**config.mk**
```make
export PLATFORM = sky130hd
export DESIGN_NAME = ws2812_rx
export DESIGN_NICKNAME = d
export VERILOG_FILES = /design/src/rtl/ws2812_rx.sv
export SDC_FILE = /design/constraint.sdc
export NUM_CORES = 1
export LEC_CHECK = 0
export CAP_MARGIN = 20
export CELL_PAD_IN_SITES_DETAIL_PLACEMENT = 1
export CELL_PAD_IN_SITES_GLOBAL_PLACEMENT = 2
export CORE_MARGIN = 8
export CORE_UTILIZATION = 35
export CTS_BUF_LIST = sky130_fd_sc_hd__clkbuf_16
export DETAILED_ROUTE_END_ITERATION = 7
export GPL_TIMING_DRIVEN = 0
export PLACE_DENSITY = 0.81
export SETUP_SLACK_MARGIN = 0.1
export SKIP_LAST_GASP = 1
export SYNTH_ARGS = -nofsm -noshare
export SYNTH_HDL_FRONTEND = slang
export SYNTH_SLANG_ARGS = --single-unit
```
**constraint.sdc**
```tcl
create_clock -name clock_100 -period 4.6 [get_ports clock_100]
set_input_delay 0.92 -clock clock_100 [delete_from_list [all_inputs] [get_ports clock_100]]
set_output_delay 0.92 -clock clock_100 [all_outputs]
set_load 0.02 [all_outputs]
```
**src/rtl/ws2812_rx.sv**
```systemverilog
`default_nettype none
// ============================================================================
//  Module      : ws2812_rx
//  Description : WS2812B single-wire NRZ receiver. Classifies high pulses by
//                width, assembles GRB words, reorders them to RGB and commits
//                up to NUM pixels into a frame buffer on the latch gap.
//  Revision    : 1.0  initial release
// ============================================================================
module ws2812_rx #(
  parameter int NUM          = 8,
  parameter int MIN_HIGH     = 15,
  parameter int THRESH       = 60,
  parameter int MAX_HIGH     = 110,
  parameter int LATCH_CYCLES = 5000
) (
  input  logic                       clock_100,
  input  logic                       clear_n,
  input  logic                       din,
  output logic [24*NUM-1:0]          rgb_strip,
  output logic [23:0]                pixel_rgb,
  output logic                       pixel_valid,
  output logic [$clog2(NUM+1)-1:0]   pixel_count,
  output logic                       frame_done,
  output logic                       overflow,
  output logic                       error
);

  localparam int IW = $clog2(NUM + 1);
  localparam int LW = $clog2(LATCH_CYCLES + 1);
  localparam int HW = $clog2(MAX_HIGH + 2);

  typedef enum logic [1:0] {
    WAIT_LATCH = 2'd0,
    IDLE       = 2'd1,
    LOW        = 2'd2,
    HIGH       = 2'd3
  } state_t;

  state_t              state;
  state_t              state_next;

  logic                sync1;
  logic                sync2;
  logic                sync_prev;
  logic                rise;

  logic [LW-1:0]       low_cnt;
  logic [HW-1:0]       high_cnt;
  logic [4:0]          bit_cnt;
  logic [22:0]         shift;
  logic [IW-1:0]       idx;
  logic [24*NUM-1:0]   shadow;

  // control strobes from the state machine
  logic                low_rst;
  logic                low_set1;
  logic                low_inc;
  logic                high_start;
  logic                high_inc;
  logic                accept_bit;
  logic                bit_val;
  logic                too_long;
  logic                latch_evt;

  logic [23:0]         word_grb;
  logic [23:0]         word_rgb;
  logic                low_at_max;
  logic                low_last;

  assign rise       = sync2 & ~sync_prev;
  assign low_at_max = (low_cnt == LW'(LATCH_CYCLES));
  assign low_last   = (low_cnt == LW'(LATCH_CYCLES - 1));
  assign word_grb   = {shift, bit_val};
  assign word_rgb   = {word_grb[15:8], word_grb[23:16], word_grb[7:0]};

  // Two-flop synchronizer for the asynchronous pin plus a delayed copy for edges
  always_ff @(posedge clock_100 or negedge clear_n) begin
    if (!clear_n) begin
      sync1     <= 1'b0;
      sync2     <= 1'b0;
      sync_prev <= 1'b0;
    end else begin
      sync1     <= din;
      sync2     <= sync1;
      sync_prev <= sync2;
    end
  end

  // State register
  always_ff @(posedge clock_100 or negedge clear_n) begin
    if (!clear_n) begin
      state <= WAIT_LATCH;
    end else begin
      state <= state_next;
    end
  end

  // Next-state and per-cycle control strobes
  always_comb begin
    state_next = state;
    low_rst    = 1'b0;
    low_set1   = 1'b0;
    low_inc    = 1'b0;
    high_start = 1'b0;
    high_inc   = 1'b0;
    accept_bit = 1'b0;
    bit_val    = 1'b0;
    too_long   = 1'b0;
    latch_evt  = 1'b0;
    case (state)
      WAIT_LATCH: begin
        // any high sample restarts the quiet-time measurement
        if (sync2) begin
          low_rst = 1'b1;
        end else begin
          low_inc = !low_at_max;
          if (low_last) begin
            state_next = IDLE;
          end
        end
      end
      IDLE, LOW: begin
        if (rise) begin
          high_start = 1'b1;
          state_next = HIGH;
        end else if (!sync2) begin
          low_inc = !low_at_max;
          // fires only on the transition into saturation: once per gap
          if (low_last) begin
            latch_evt  = 1'b1;
            state_next = IDLE;
          end
        end
      end
      HIGH: begin
        if (sync2) begin
          // this sample would make the pulse longer than MAX_HIGH
          if (high_cnt >= HW'(MAX_HIGH)) begin
            too_long   = 1'b1;
            low_rst    = 1'b1;
            state_next = WAIT_LATCH;
          end else begin
            high_inc = 1'b1;
          end
        end else begin
          low_set1   = 1'b1;
          state_next = LOW;
          if (high_cnt >= HW'(MIN_HIGH)) begin
            accept_bit = 1'b1;
            bit_val    = (high_cnt >= HW'(THRESH));
          end
        end
      end
      default: begin
        state_next = WAIT_LATCH;
      end
    endcase
  end

  // Width/low counters, bit assembly, shadow buffer, commit and status pulses
  always_ff @(posedge clock_100 or negedge clear_n) begin
    if (!clear_n) begin
      low_cnt     <= '0;
      high_cnt    <= '0;
      bit_cnt     <= '0;
      shift       <= '0;
      idx         <= '0;
      shadow      <= '0;
      rgb_strip   <= '0;
      pixel_rgb   <= '0;
      pixel_valid <= 1'b0;
      pixel_count <= '0;
      frame_done  <= 1'b0;
      overflow    <= 1'b0;
      error       <= 1'b0;
    end else begin
      pixel_valid <= 1'b0;
      frame_done  <= 1'b0;
      error       <= 1'b0;

      if (low_rst) begin
        low_cnt <= '0;
      end else if (low_set1) begin
        low_cnt <= LW'(1);
      end else if (low_inc) begin
        low_cnt <= low_cnt + LW'(1);
      end

      // the rising-edge sample itself is the first high clock
      if (high_start) begin
        high_cnt <= HW'(1);
      end else if (high_inc) begin
        high_cnt <= high_cnt + HW'(1);
      end

      // data seen before a proper gap never belongs to a frame
      if (state == WAIT_LATCH) begin
        bit_cnt <= '0;
        idx     <= '0;
      end

      if (too_long) begin
        error   <= 1'b1;
        bit_cnt <= '0;
      end

      if (accept_bit) begin
        shift <= word_grb[22:0];
        // first bit of a new frame releases the previous overflow flag
        if (bit_cnt == 5'd0 && idx == '0) begin
          overflow <= 1'b0;
        end
        if (bit_cnt == 5'd23) begin
          bit_cnt     <= '0;
          pixel_rgb   <= word_rgb;
          pixel_valid <= 1'b1;
          if (idx < IW'(NUM)) begin
            for (int i = 0; i < NUM; i++) begin
              if (idx == IW'(i)) begin
                shadow[24*(NUM-1-i) +: 24] <= word_rgb;
              end
            end
            idx <= idx + IW'(1);
          end else begin
            overflow <= 1'b1;
          end
        end else begin
          bit_cnt <= bit_cnt + 5'd1;
        end
      end

      if (latch_evt) begin
        if (bit_cnt != 5'd0) begin
          error <= 1'b1;
        end
        bit_cnt <= '0;
        if (idx != '0) begin
          // slots at or above idx keep their previously committed contents
          for (int i = 0; i < NUM; i++) begin
            if (IW'(i) < idx) begin
              rgb_strip[24*(NUM-1-i) +: 24] <= shadow[24*(NUM-1-i) +: 24];
            end
          end
          pixel_count <= idx;
          frame_done  <= 1'b1;
        end
        idx <= '0;
      end
    end
  end

endmodule
`default_nettype wire

```
# == After elaboration in Yosys (flattened, before gate mapping) ==
# Cells that the tools add are included.
# totals
reg_bits,473
in_bits,3
output_inout_bits,224
elab_cells,148
# op_classes
addsub,4
order_cmp,12
eq_ne,14
n_mux,56
n_bitwise,2
reduce_logical,29
# ops
operator,count
$mux W13,3
$mux W1,33
$reduce_and A4 Y1,8
$eq A13 B13 Y1 const B,2
$mux W5,5
$reduce_and A3 Y1,8
$mux W4,5
$eq A4 B3 Y1 const B,4
$lt A3 B4 Y1 const A,4
$mux W7,2
$add A13 B1 Y13 const B,1
$mux W2,5
$eq A4 B2 Y1 const B,2
$lt A1 B4 Y1 const A,2
$lt A2 B4 Y1 const A,2
$reduce_bool A4 Y1,2
$add A7 B1 Y7 const B,1
$ge A7 B4 Y1 const B,1
$ge A7 B6 Y1 const B,1
$ge A7 B7 Y1 const B,1
$pmux W2 S3,1
$add A5 B1 Y5 const B,1
$eq A5 B5 Y1 const B,1
$logic_not A5 Y1,1
other kinds (18),21

# == Logic depth before layout (Yosys ltp) ==
# depth
depth_word,8
mapped_depth,10
mapped_depth_nobuf,7

# == Worst setup path after synthesis ==
# Ideal clock, no wire load.
# synth_timing
kind,flip-flop to flip-flop
from,reg state[0]
to,reg rgb_strip[27]
setup_ns,0.125
arrival_ns,2.087
required_ns,4.475
path_slack_ns,2.389
stages_incl_launch_ff,9
path_buffers,2
synth_period_minus_slack_ns,2.211
path_cell_list,dfrtp_1 > inv_1 > ha_1 > buf_2 > nor3b_1 > nand4_1 > nor2_2 > buf_4 > mux2_2
# synth_between
elab_chain_cells,4
word_cells_on_any_way,5
classes_between,2 x eq/ne; 1 x mux; 2 x reduce/logical
# synth_rtl
element,line_no,text
start: declaration,39,state_t state;
start signal: assignment,94,state <= state_next;
$eq A2 B1 Y1 or $eq A2 B2 Y1 (tied branches),110,case (state)
$reduce_or A2 Y1 *,110,
$mux W1 *,110,
$reduce_and A3 Y1 (no line) *,-,
end signal: indexed assignment,241,rgb_strip[24*(NUM-1-i) +: 24] <= shadow[24*(NUM-1-i) +: 24];
end: declaration,19,"output logic [24*NUM-1:0] rgb_strip,"
# Mark *: on every way between the ends. The rest lies on a longest branch, timed or not.
# A chain may end at the register's enable or synchronous reset.

# == Worst setup path in the final report ==
# layout_timing
from,reg state[0]
to,reg rgb_strip[67]
# The elaborated chain is that of the path after synthesis.

==> qor.yml <==
run_status: "complete, no violations"
clock_latency_ns: 0.58
final_core_util_pct: 44.5
rows: 84
final-hold-violation-count: 0
cts_tree: "yes"
first_global_vias: 12500
place_congestion: 0.785
dieWidth_um: 246
met1Wirelength_um: 21000
drv_slew: 0
p_clk_share_pct: 47.7
fin_worst_hold_slack_ns: 0.264
ys_seq_area_share_pct: 63.8
ys_ff_latch: 473
seq_power_share_pct: 51.0
synth_edf_count: 0
postSynthNetCount: 1257
grt_max_degree: 123
worstPathRequired_ns: 5.05
final.setup.worst_slack_ns: 1.62
dpl_worst_slack_ns: 1.60
netlist_area_sq_um: 18500
area_delta_synth_final_pct: 25.9
nNetsFinal: 1539
diodes: 0
cts.sinks: 473
post-cts-setup-buffers: 0
stdcell_area_sq_um: 23300
cpMaxStageDelayCell: "nor2_2"
rr_worst_depth: 8
avgSynthCellArea_sq_um: 14.9
path_max_fanout: 10
cts-root-buf: "clkbuf_16"
wl_um: 50600
setup_violations: 0
cts.htree.levels: 2
layout_common_cells: "473 x dfrtp_1, 384 x mux2_2, 225 x clkdlybuf4s50_1"
die_y_um: 246
max_freq_ghz: 0.336
first_pass_iters: 4
wl_per_cell_um: 22.5
ios: 227
switchingPower_mw: 1.74
initial_core_util_pct: 35.3
met2_length_um: 25000
power_mw: 8.17
clockBufferDepth: 3
portBuffers: 226
grt_first_pass_wirelength_um: 78900
grt_overflow: 0
antenna_found_initial: 1
finalCritPeriodShare_pct: 64.8
place_area_sq_um: 21800
peakVddDrop_uv: 266
drt_iter0_drc: 485
tightest_slew_ns: 0.945
grtUsageTotal_pct: 17.0
worstSetupPathType: "reg -> reg"
met3WireLength_um: 2910
power_per_cell_area_nw_per_um2: 350
final_common_cell: "dfrtp_1"
cp-start-kind: "register"
core_area_sq_um: 52400
async_flop_share_pct: 100
hold_buffers: 0
cts_resized: 0
rsz0062_at_grt: "no"
vias_per_cell: 4.91
drc: 0
cts-buffers-inserted: 50
syn_inst: 1243
via_count: 11000
drive_gt1_share_pct: 34.5
maxCapViolCount: 0
max-slew-margin-rel_pct: 37.0
period_needed_ns: 2.98
top_layer: "met4"
switching_share_pct: 21.3
yosys_warnings: 0
p_leak_nw: 11.5
die_area_sq_um: 60600
clkSlewWorstSetupHoldPaths_ns: 0.06
ant_nets: 0
crit_chain: "inv_1 -> ha_1 -> buf_2 -> nor3b_1 -> nand4_1 -> nor2_2 -> buf_4 -> mux2_2"
intPower_mw: 6.43
hp-class: "in -> async"
cp-end-kind: "register"
synth_cell_types: 59
clock_skew_ns: 0.0221
ys.flop_type: "dfrtp_1"
slowest_delay_ns: 0.66
pwr-share-comb_pct: 1.3
place_hpwl_um: 34900
worstPathArrival_ns: 3.44
## per-stage QoR
stage	setup TNS [ns]	instances
after global routing	0	2249
final	0	2249
after detailed placement	0	2161
after global placement	-8473.11	2157
after floorplan	0	1243
after CTS	0	2249
## state kept, by name (all words and copies together), names as in the netlist
name,cells
bit_cnt,5
error,1
frame_done,1
high_cnt,7
idx,4
low_cnt,13
overflow,1
pixel_count,4
pixel_rgb,24
pixel_valid,1
rgb_strip,192
shadow,192
shift,23
state,2
sync1,1
sync2,1
sync_prev,1
## critical path: cells and delay by family, from the launching register on
family	cells	cell delay, ns
buf+inv	3	0.58
flops	1	0.37
simple gates	3	1.29
mux	1	0.36
fa+ha+maj	1	0.27
## path summary, 6_finish.rpt
path,slack [ns],endpoint,from
hold / removal,0.26,rgb_strip[46]$_DFFE_PN0P_,clear_n
hold reg to reg,0.36,sync2$_DFF_PN0_,sync1$_DFF_PN0_
max in group asynchronous,2.84,shadow[55]$_DFFE_PN0P_,clear_n
min in group clock_100,0.36,sync2$_DFF_PN0_,sync1$_DFF_PN0_
setup reg to reg,1.62,rgb_strip[67]$_DFFE_PN0P_,state[0]$_DFFE_PN0P_
setup / recovery,1.62,rgb_strip[67]$_DFFE_PN0P_,state[0]$_DFFE_PN0P_
## power by group through the flow
stage / Sequential [mW] / Clock [mW] / Combinational (mW)
floorplan: 4.24 / 0 / 0.00918
global placement: 4.25 / 0 / 0.0950
detailed placement: 4.24 / 0 / 0.112
CTS: 4.17 / 4.02 / 0.112
global route: 4.16 / 4.17 / 0.124
finish: 4.17 / 3.90 / 0.104
## kinds of logic (layout without fill, tap and decap cells)
family                     after synthesis  count (layout)  share of synthesized area (%)
and+or+nand+nor                        189             189                           5.16
buffers and inverters                   95             413                           2.65
muxes                                  407             407                           25.1
DFF                                    473             473                           63.8
AOI/OAI and AO/OA                       53              53                           1.78
xor gates and xnor gates                15              15                          0.709
adders and majority gates               11              11                          0.742
## synthesized netlist by cell type (2+ instances only)
master | count | area [sq um]
nor4b_1 | 2 | 17.5
nor2_2 | 3 | 18.8
buf_4 | 8 | 60.1
buf_1 | 4 | 15.0
nand4_1 | 5 | 31.3
nand4b_1 | 3 | 26.3
buf_6 | 8 | 90.1
nand3_1 | 15 | 75.1
mux2_4 | 20 | 300
and3b_1 | 2 | 17.5
a21oi_1 | 20 | 100
and3_1 | 3 | 18.8
a22o_1 | 3 | 26.3
nor3b_1 | 5 | 37.5
o21ai_0 | 12 | 60.1
nor4_1 | 2 | 12.5
nor3_1 | 9 | 45.0
mux2_2 | 384 | 4320
nand2_1 | 84 | 315
mux2i_1 | 3 | 30.0
or4_1 | 2 | 15.0
o21a_1 | 2 | 15.0
xor2_1 | 7 | 61.3
a31oi_1 | 2 | 12.5
ha_1 | 11 | 138
buf_2 | 27 | 135
nand2b_1 | 2 | 12.5
and2_1 | 2 | 12.5
inv_1 | 19 | 71.3
nand2_2 | 3 | 18.8
clkbuf_1 | 28 | 105
nand3_2 | 5 | 50.1
dfrtp_1 | 473 | 11800
xnor2_1 | 8 | 70.1
nor2_1 | 33 | 124
## area by class of cell
cell class,instances,area (sq um)
buffer,76,420
clock buffer,50,1250
clock inverter,38,312
fill,5214,29100
inverter,19,71.3
multi-input combinational,675,6210
sequential,473,11800
tap,688,861
timing repair buffer,230,2380
## per-layer routing
layer  track usage (%)  vias to the layer above
li1                  -                     4883
met1              21.2                     5853
met2              28.3                      210
met3              4.44                       97
met4              5.71                        0
met5                 0                        -
No activity file was read; power rests on OpenSTA's default activity.
